**config.mk**
```make
export PLATFORM = sky130hd
export DESIGN_NAME = sync_fifo_flat
export DESIGN_NICKNAME = d
export VERILOG_FILES = /design/src/rtl/sync_fifo_if.sv /design/src/rtl/sync_fifo.sv /design/src/flat_wrapper.sv
export SDC_FILE = /design/constraint.sdc
export NUM_CORES = 1
export LEC_CHECK = 0
export CORE_UTILIZATION = 51
export CTS_CLUSTER_DIAMETER = 80
export CTS_CLUSTER_SIZE = 24
export DETAILED_ROUTE_END_ITERATION = 8
export MAX_ROUTING_LAYER = met4
export PLACE_DENSITY_LB_ADDON = 0.08
export RECOVER_POWER = 50
export REMOVE_ABC_BUFFERS = 1
export SLEW_MARGIN = 10
export SYNTH_ARGS = -nofsm -noshare
export SYNTH_HDL_FRONTEND = slang
export SYNTH_SLANG_ARGS = --single-unit
```
**constraint.sdc**
```tcl
create_clock -name clk_i -period 2.24 [get_ports clk_i]
set_input_delay 0.448 -clock clk_i [delete_from_list [all_inputs] [get_ports clk_i]]
set_output_delay 0.448 -clock clk_i [all_outputs]
set_load 0.1 [all_outputs]
```
**src/rtl/sync_fifo_if.sv**
```systemverilog
// Handshake/data bundle between a FIFO and the logic that feeds and drains it.
interface sync_fifo_if #(
    parameter int DATA_WIDTH = 8,
    parameter int FIFO_DEPTH = 8
);
    localparam int ADDR_WIDTH = $clog2(FIFO_DEPTH);

    logic                  wr_inc;
    logic [DATA_WIDTH-1:0] wr_data;
    logic                  rd_inc;
    logic                  clr_err;
    logic [DATA_WIDTH-1:0] rd_data;
    logic                  rd_valid;
    logic                  full;
    logic                  empty;
    logic                  almost_full;
    logic                  almost_empty;
    logic [ADDR_WIDTH:0]   fill_level;
    logic                  overflow;
    logic                  underflow;

    // Producer/consumer side
    modport master (
        output wr_inc, wr_data, rd_inc, clr_err,
        input  rd_data, rd_valid, full, empty, almost_full, almost_empty,
               fill_level, overflow, underflow
    );

    // FIFO side
    modport slave (
        input  wr_inc, wr_data, rd_inc, clr_err,
        output rd_data, rd_valid, full, empty, almost_full, almost_empty,
               fill_level, overflow, underflow
    );
endinterface

```
**src/rtl/sync_fifo.sv**
```systemverilog
// Single-clock FIFO: power-of-two depth, level-decoded flags, sticky
// overflow/underflow, registered or first-word-fall-through read.
module sync_fifo #(
    parameter int DATA_WIDTH = 8,
    parameter int FIFO_DEPTH = 8,
    parameter int ADDR_WIDTH = $clog2(FIFO_DEPTH),
    parameter int AF_THRESH  = FIFO_DEPTH - 2,
    parameter int AE_THRESH  = 2,
    parameter int FWFT       = 0
) (
    input  logic      clk_i,
    input  logic      rst_n_i,
    sync_fifo_if.slave fifo_if
);
    localparam int LVL_W = ADDR_WIDTH + 1;
    localparam logic [ADDR_WIDTH-1:0] PTR_ONE = 1;
    localparam logic [LVL_W-1:0]      LVL_ONE = 1;

    logic [DATA_WIDTH-1:0] mem_q [FIFO_DEPTH];
    logic [ADDR_WIDTH-1:0] wptr_q, wptr_d, rptr_q, rptr_d;
    logic [LVL_W-1:0]      level_q, level_d;
    logic                  ovf_q, ovf_d, udf_q, udf_d;
    logic                  full, empty, wr_acc, rd_acc;

    // Flags come only from the level register, never from the inputs.
    assign full   = (level_q == LVL_W'(FIFO_DEPTH));
    assign empty  = (level_q == '0);
    assign wr_acc = fifo_if.wr_inc & ~full;
    assign rd_acc = fifo_if.rd_inc & ~empty;

    assign fifo_if.full         = full;
    assign fifo_if.empty        = empty;
    assign fifo_if.almost_full  = (level_q >= LVL_W'(AF_THRESH));
    assign fifo_if.almost_empty = (level_q <= LVL_W'(AE_THRESH));
    assign fifo_if.fill_level   = level_q;
    assign fifo_if.overflow     = ovf_q;
    assign fifo_if.underflow    = udf_q;

    // Next-state: pointers wrap naturally, level moves only on a lone op,
    // error flags are sticky and a new event beats the clear.
    always_comb begin
        wptr_d  = wptr_q;
        rptr_d  = rptr_q;
        level_d = level_q;
        ovf_d   = ovf_q;
        udf_d   = udf_q;
        if (wr_acc) wptr_d = wptr_q + PTR_ONE;
        if (rd_acc) rptr_d = rptr_q + PTR_ONE;
        case ({wr_acc, rd_acc})
            2'b10:   level_d = level_q + LVL_ONE;
            2'b01:   level_d = level_q - LVL_ONE;
            default: level_d = level_q;
        endcase
        if (fifo_if.clr_err) begin
            ovf_d = 1'b0;
            udf_d = 1'b0;
        end
        if (fifo_if.wr_inc && full)  ovf_d = 1'b1;
        if (fifo_if.rd_inc && empty) udf_d = 1'b1;
    end

    // Control state, cleared asynchronously.
    always_ff @(posedge clk_i or negedge rst_n_i) begin
        if (!rst_n_i) begin
            wptr_q  <= '0;
            rptr_q  <= '0;
            level_q <= '0;
            ovf_q   <= 1'b0;
            udf_q   <= 1'b0;
        end else begin
            wptr_q  <= wptr_d;
            rptr_q  <= rptr_d;
            level_q <= level_d;
            ovf_q   <= ovf_d;
            udf_q   <= udf_d;
        end
    end

    // Storage array; contents are deliberately left unreset.
    always_ff @(posedge clk_i) begin
        if (wr_acc) mem_q[wptr_q] <= fifo_if.wr_data;
    end

    if (FWFT != 0) begin : g_fwft
        // Head word is always presented; rd_inc just acknowledges it.
        assign fifo_if.rd_data  = mem_q[rptr_q];
        assign fifo_if.rd_valid = ~empty;
    end else begin : g_reg
        logic [DATA_WIDTH-1:0] rd_data_q;
        logic                  rd_valid_q;

        // Registered read: data lands one edge after an accepted pop and holds.
        always_ff @(posedge clk_i or negedge rst_n_i) begin
            if (!rst_n_i) begin
                rd_data_q  <= '0;
                rd_valid_q <= 1'b0;
            end else begin
                rd_valid_q <= rd_acc;
                if (rd_acc) rd_data_q <= mem_q[rptr_q];
            end
        end

        assign fifo_if.rd_data  = rd_data_q;
        assign fifo_if.rd_valid = rd_valid_q;
    end
endmodule

```
**src/flat_wrapper.sv**
```systemverilog
// flat-port wrapper written by rule: the top's interface ports become plain ports
module sync_fifo_flat 
#(
    parameter int DATA_WIDTH = 8,
    parameter int FIFO_DEPTH = 8,
    parameter int ADDR_WIDTH = $clog2(FIFO_DEPTH),
    parameter int AF_THRESH  = FIFO_DEPTH - 2,
    parameter int AE_THRESH  = 2,
    parameter int FWFT       = 0
)
  (clk_i, rst_n_i, fifo_if_wr_inc, fifo_if_wr_data, fifo_if_rd_inc, fifo_if_clr_err, fifo_if_rd_data, fifo_if_rd_valid, fifo_if_full, fifo_if_empty, fifo_if_almost_full, fifo_if_almost_empty, fifo_if_fill_level, fifo_if_overflow, fifo_if_underflow);
  sync_fifo_if #(.DATA_WIDTH(DATA_WIDTH), .FIFO_DEPTH(FIFO_DEPTH)) fifo_if_i ();
  input  logic clk_i;
  input  logic rst_n_i;
  input wire logic [$bits(fifo_if_i.wr_inc)-1:0] fifo_if_wr_inc;
  input wire logic [$bits(fifo_if_i.wr_data)-1:0] fifo_if_wr_data;
  input wire logic [$bits(fifo_if_i.rd_inc)-1:0] fifo_if_rd_inc;
  input wire logic [$bits(fifo_if_i.clr_err)-1:0] fifo_if_clr_err;
  output wire logic [$bits(fifo_if_i.rd_data)-1:0] fifo_if_rd_data;
  output wire logic [$bits(fifo_if_i.rd_valid)-1:0] fifo_if_rd_valid;
  output wire logic [$bits(fifo_if_i.full)-1:0] fifo_if_full;
  output wire logic [$bits(fifo_if_i.empty)-1:0] fifo_if_empty;
  output wire logic [$bits(fifo_if_i.almost_full)-1:0] fifo_if_almost_full;
  output wire logic [$bits(fifo_if_i.almost_empty)-1:0] fifo_if_almost_empty;
  output wire logic [$bits(fifo_if_i.fill_level)-1:0] fifo_if_fill_level;
  output wire logic [$bits(fifo_if_i.overflow)-1:0] fifo_if_overflow;
  output wire logic [$bits(fifo_if_i.underflow)-1:0] fifo_if_underflow;
  assign fifo_if_i.wr_inc = fifo_if_wr_inc;
  assign fifo_if_i.wr_data = fifo_if_wr_data;
  assign fifo_if_i.rd_inc = fifo_if_rd_inc;
  assign fifo_if_i.clr_err = fifo_if_clr_err;
  assign fifo_if_rd_data = fifo_if_i.rd_data;
  assign fifo_if_rd_valid = fifo_if_i.rd_valid;
  assign fifo_if_full = fifo_if_i.full;
  assign fifo_if_empty = fifo_if_i.empty;
  assign fifo_if_almost_full = fifo_if_i.almost_full;
  assign fifo_if_almost_empty = fifo_if_i.almost_empty;
  assign fifo_if_fill_level = fifo_if_i.fill_level;
  assign fifo_if_overflow = fifo_if_i.overflow;
  assign fifo_if_underflow = fifo_if_i.underflow;
  sync_fifo #(.DATA_WIDTH(DATA_WIDTH), .FIFO_DEPTH(FIFO_DEPTH), .ADDR_WIDTH(ADDR_WIDTH), .AF_THRESH(AF_THRESH), .AE_THRESH(AE_THRESH), .FWFT(FWFT)) u_core (.clk_i(clk_i), .rst_n_i(rst_n_i), .fifo_if(fifo_if_i));
endmodule
```
==> flow_metrics.py, run 1 <==
metrics = {
    "yosys": {
        "synth_top_area_cell": "edfxtp_1",
        "synth_warnings": 0,
        "synth_top_area_frac": 0.551,
        "ys_seq_area_frac": 0.701,
        "syn_inst": 221,
        "synth_cell_types": 33,
        "netlist_area_um2": 3490,
        "avgSynthCellArea_um2": 15.8,
        "synthTopCellsByArea": "edfxtp_1 55%, dfrtp_1 15%, mux2_2 5.5%, mux2i_1 4.6%, nand2_1 2.4%",
        "ys_ff_latch": 85,
    },
    "clock_tree": {
        "cts_max_level": 3,
        "clock-sinks": 85,
        "cts_buffers": 9,
        "root_buffer": "clkbuf_8",
        "clockBufferDepth": 2,
        "clk_transition_reported_paths_ns": 0.09,
        "cts_tree": "yes",
        "worstSkewPairLatency_ns": 0.35,
    },
    "floorplan": {
        "die_h_um": 84.7,
        "fp.dieArea_um2": 7180,
        "core_area_um2": 6490,
        "ios": 32,
        "placementRows": 29,
        "start_util": 0.537,
        "die_w_um": 84.7,
    },
    "global_routing": {
        "grt_pass1_wl_mm": 10.1,
        "grt_max_degree": 35,
        "grt_pass1_vias": 1900,
        "gr-total-overflow": 0,
        "antenna_found_initial": 0,
        "track_usage": 0.202,
    },
    "sta": {
        "worst_pin_slew_ns": 1.26,
        "worst_slack_ns": 0.136,
        "period_needed_ns": 2.10,
        "hold_viol": 0,
        "finalCritPeriodShare": 0.939,
        "finalSetupViolations": 0,
        "fmax_mhz": 475,
        "fin_skew_ns": 0.0122,
        "final-max-slew-violation-count": 0,
        "maxSlewHeadroom": 0.161,
    },
    "critical_path": {
        "arrival_ns": 2.35,
        "critPathBufInv": 2,
        "start_kind": "flop",
        "slowest_delay_ns": 0.45,
        "path_max_fanout": 5,
        "worst_ep_required_time_ns": 2.48,
        "end_kind": "flop",
        "cpLargestDelayFamily": "simple AND/OR/NAND/NOR gates",
        "crit_type": "reg -> reg",
        "crit_slowest_cell": "dfrtp_1",
        "worstPathCellList": "nor4_4 > nand2b_4 > inv_2 > buf_4 > ha_1 > nor4bb_1 > a21oi_1 > xnor2_1",
    },
    "place": {
        "port_buffers": 31,
        "gp_congestion": 0.787,
        "dp_hpwl_mm": 4.02,
        "placed_cell_area_um2": 4030,
        "place_inst": 346,
        "dp_worst_setup_slack_ns": -0.124,
    },
    "status": {
        "outcome": "complete, no violations",
    },
    "cells_and_area": {
        "fin_nets": 300,
        "post-route-util": 0.662,
        "fin_cells": 364,
        "design_area_um2": 4300,
        "final_common_cell": "edfxtp_1",
        "layout_common_cells": "64 x edfxtp_1, 42 x buf_4, 22 x nand2_1",
        "syn_to_final_growth_pct": 23.1,
        "insertedDiodeCount": 0,
        "drive_gt1_frac": 0.310,
    },
    "routing": {
        "drt_iter0_markers": 127,
        "first_pass_iters": 6,
        "routed_wl_mm": 6.46,
        "ant_nets": 0,
        "dr_total_vias": 2011,
        "viasPerCell": 5.52,
        "drcViolationCount": 0,
        "wl_per_cell_um": 17.7,
    },
    "run": {
        "cap_violations": 0,
    },
    "worst_hold_path": {
        "hold_path.class": "reg -> reg",
    },
}
## synth_stat cells
| cell type | instances |
|---|---|
| buf_12 | 1 |
| nand2_1 | 22 |
| nor4b_2 | 1 |
| buf_6 | 3 |
| xnor2_1 | 6 |
| o21ai_0 | 3 |
| a211oi_1 | 1 |
| ha_1 | 5 |
| nor3b_1 | 1 |
| buf_4 | 1 |
| clkbuf_1 | 1 |
| buf_8 | 1 |
| clkbuf_2 | 1 |
| dfrtp_1 | 21 |
| o21ai_1 | 8 |
| inv_1 | 2 |
| mux2i_1 | 16 |
| nand2b_1 | 6 |
| buf_2 | 1 |
| xor2_1 | 3 |
| nor2_1 | 5 |
| a21oi_1 | 2 |
| mux2_2 | 17 |
| nor2b_1 | 2 |
| edfxtp_1 | 64 |
| nor4_1 | 1 |
| nor3_1 | 4 |
| inv_2 | 2 |
| nor4_4 | 1 |
| o22ai_1 | 9 |
| nor4bb_1 | 1 |
| buf_1 | 1 |
| a221o_1 | 8 |
## worst paths after layout
check	startpoint	cells past startpoint	slack, ns	to
max	u_core.fifo_if.fill_level[1]$_DFFE_PN0P_	8	0.14	u_core.fifo_if.fill_level[3]$_DFFE_PN0P_
min reg2reg	u_core.fifo_if.rd_data[3]$_DFFE_PN0P_	2	0.49	u_core.fifo_if.rd_data[3]$_DFFE_PN0P_
min	u_core.fifo_if.rd_data[3]$_DFFE_PN0P_	2	0.49	u_core.fifo_if.rd_data[3]$_DFFE_PN0P_
max in group asynchronous	rst_n_i	2	0.53	u_core.fifo_if.fill_level[0]$_DFFE_PN0P_
max reg2reg	u_core.fifo_if.fill_level[1]$_DFFE_PN0P_	8	0.14	u_core.fifo_if.fill_level[3]$_DFFE_PN0P_
min in group asynchronous	rst_n_i	2	0.88	u_core.fifo_if.fill_level[3]$_DFFE_PN0P_
## cell families (layout without fill, tap and decap cells)
kind of cell | Yosys count | in the layout | share of synthesized area
DFF | 85 | 85 | 0.701
xor gates and xnor gates | 9 | 9 | 0.0226
and+or+nand+nor | 44 | 44 | 0.0663
adders and majority gates | 5 | 5 | 0.0179
buffers and inverters | 14 | 80 | 0.0312
muxes | 33 | 33 | 0.101
AOI/OAI and AO/OA | 31 | 31 | 0.0599
## registers in the layout, summed over array words and instances, names as in the netlist
signal and cells:
u_core.mem_q 64, u_core.fifo_if.rd_data 8, u_core.fifo_if.fill_level 4, u_core.rptr_q 3
u_core.wptr_q 3, u_core.fifo_if.overflow 1, u_core.fifo_if.rd_valid 1, u_core.fifo_if.underflow 1
## routing by layer
metal  vias to the layer above  track usage  share of wire
li1                        953            -              -
met1                      1010        0.262           0.45
met5                         -            -              0
met4                         0       0.0817          0.017
met2                        37        0.316           0.50
met3                        11       0.0364          0.026
## tightest hold or removal path, cell delays in order, from the launching register on
cell,delay [ns]
dfrtp_1,0.35
nand2_1,0.05
o21ai_1,0.06
## cell type report
type                    count  area (um2)
well taps                  77        96.3
flip-flops and latches     85        2450
repair buffers             60         539
multi-input cells         122         962
clock inverters             4        78.8
inverters                   4        15.0
clock buffers              12         155
fillers                   468        2200
## per-stage QoR
step	hold WS [ns]	TNS [ns]
2_1_floorplan	0.152	-127.97
3_3_place_gp	0.470	-0.125
3_5_place_dp	0.479	-0.210
4_1_cts	0.458	0
5_1_grt	0.519	-0.0228
6_report	0.488	0
## repair_timing
action / 4_1_cts / 5_1_grt
hold buffers: 0 / 0
endpoints found under the hold margin: 0 / 0
endpoints found under the setup margin: 0 / 2
buffers inserted: 0 / 2
resized for setup: 0 / 6
Power of run 1 is not shown: default switching activity piles up to over one toggle a cycle in this logic, so the estimate is an artifact.
==> inputs of run 2 (changes only) <==
Settings changed: CTS_CLUSTER_SIZE 24 to 10.
==> results of run 2 <==
No change in the layout: final DEF, timing and power equal those of run 1.
Power of run 2 is left out for the same reason.
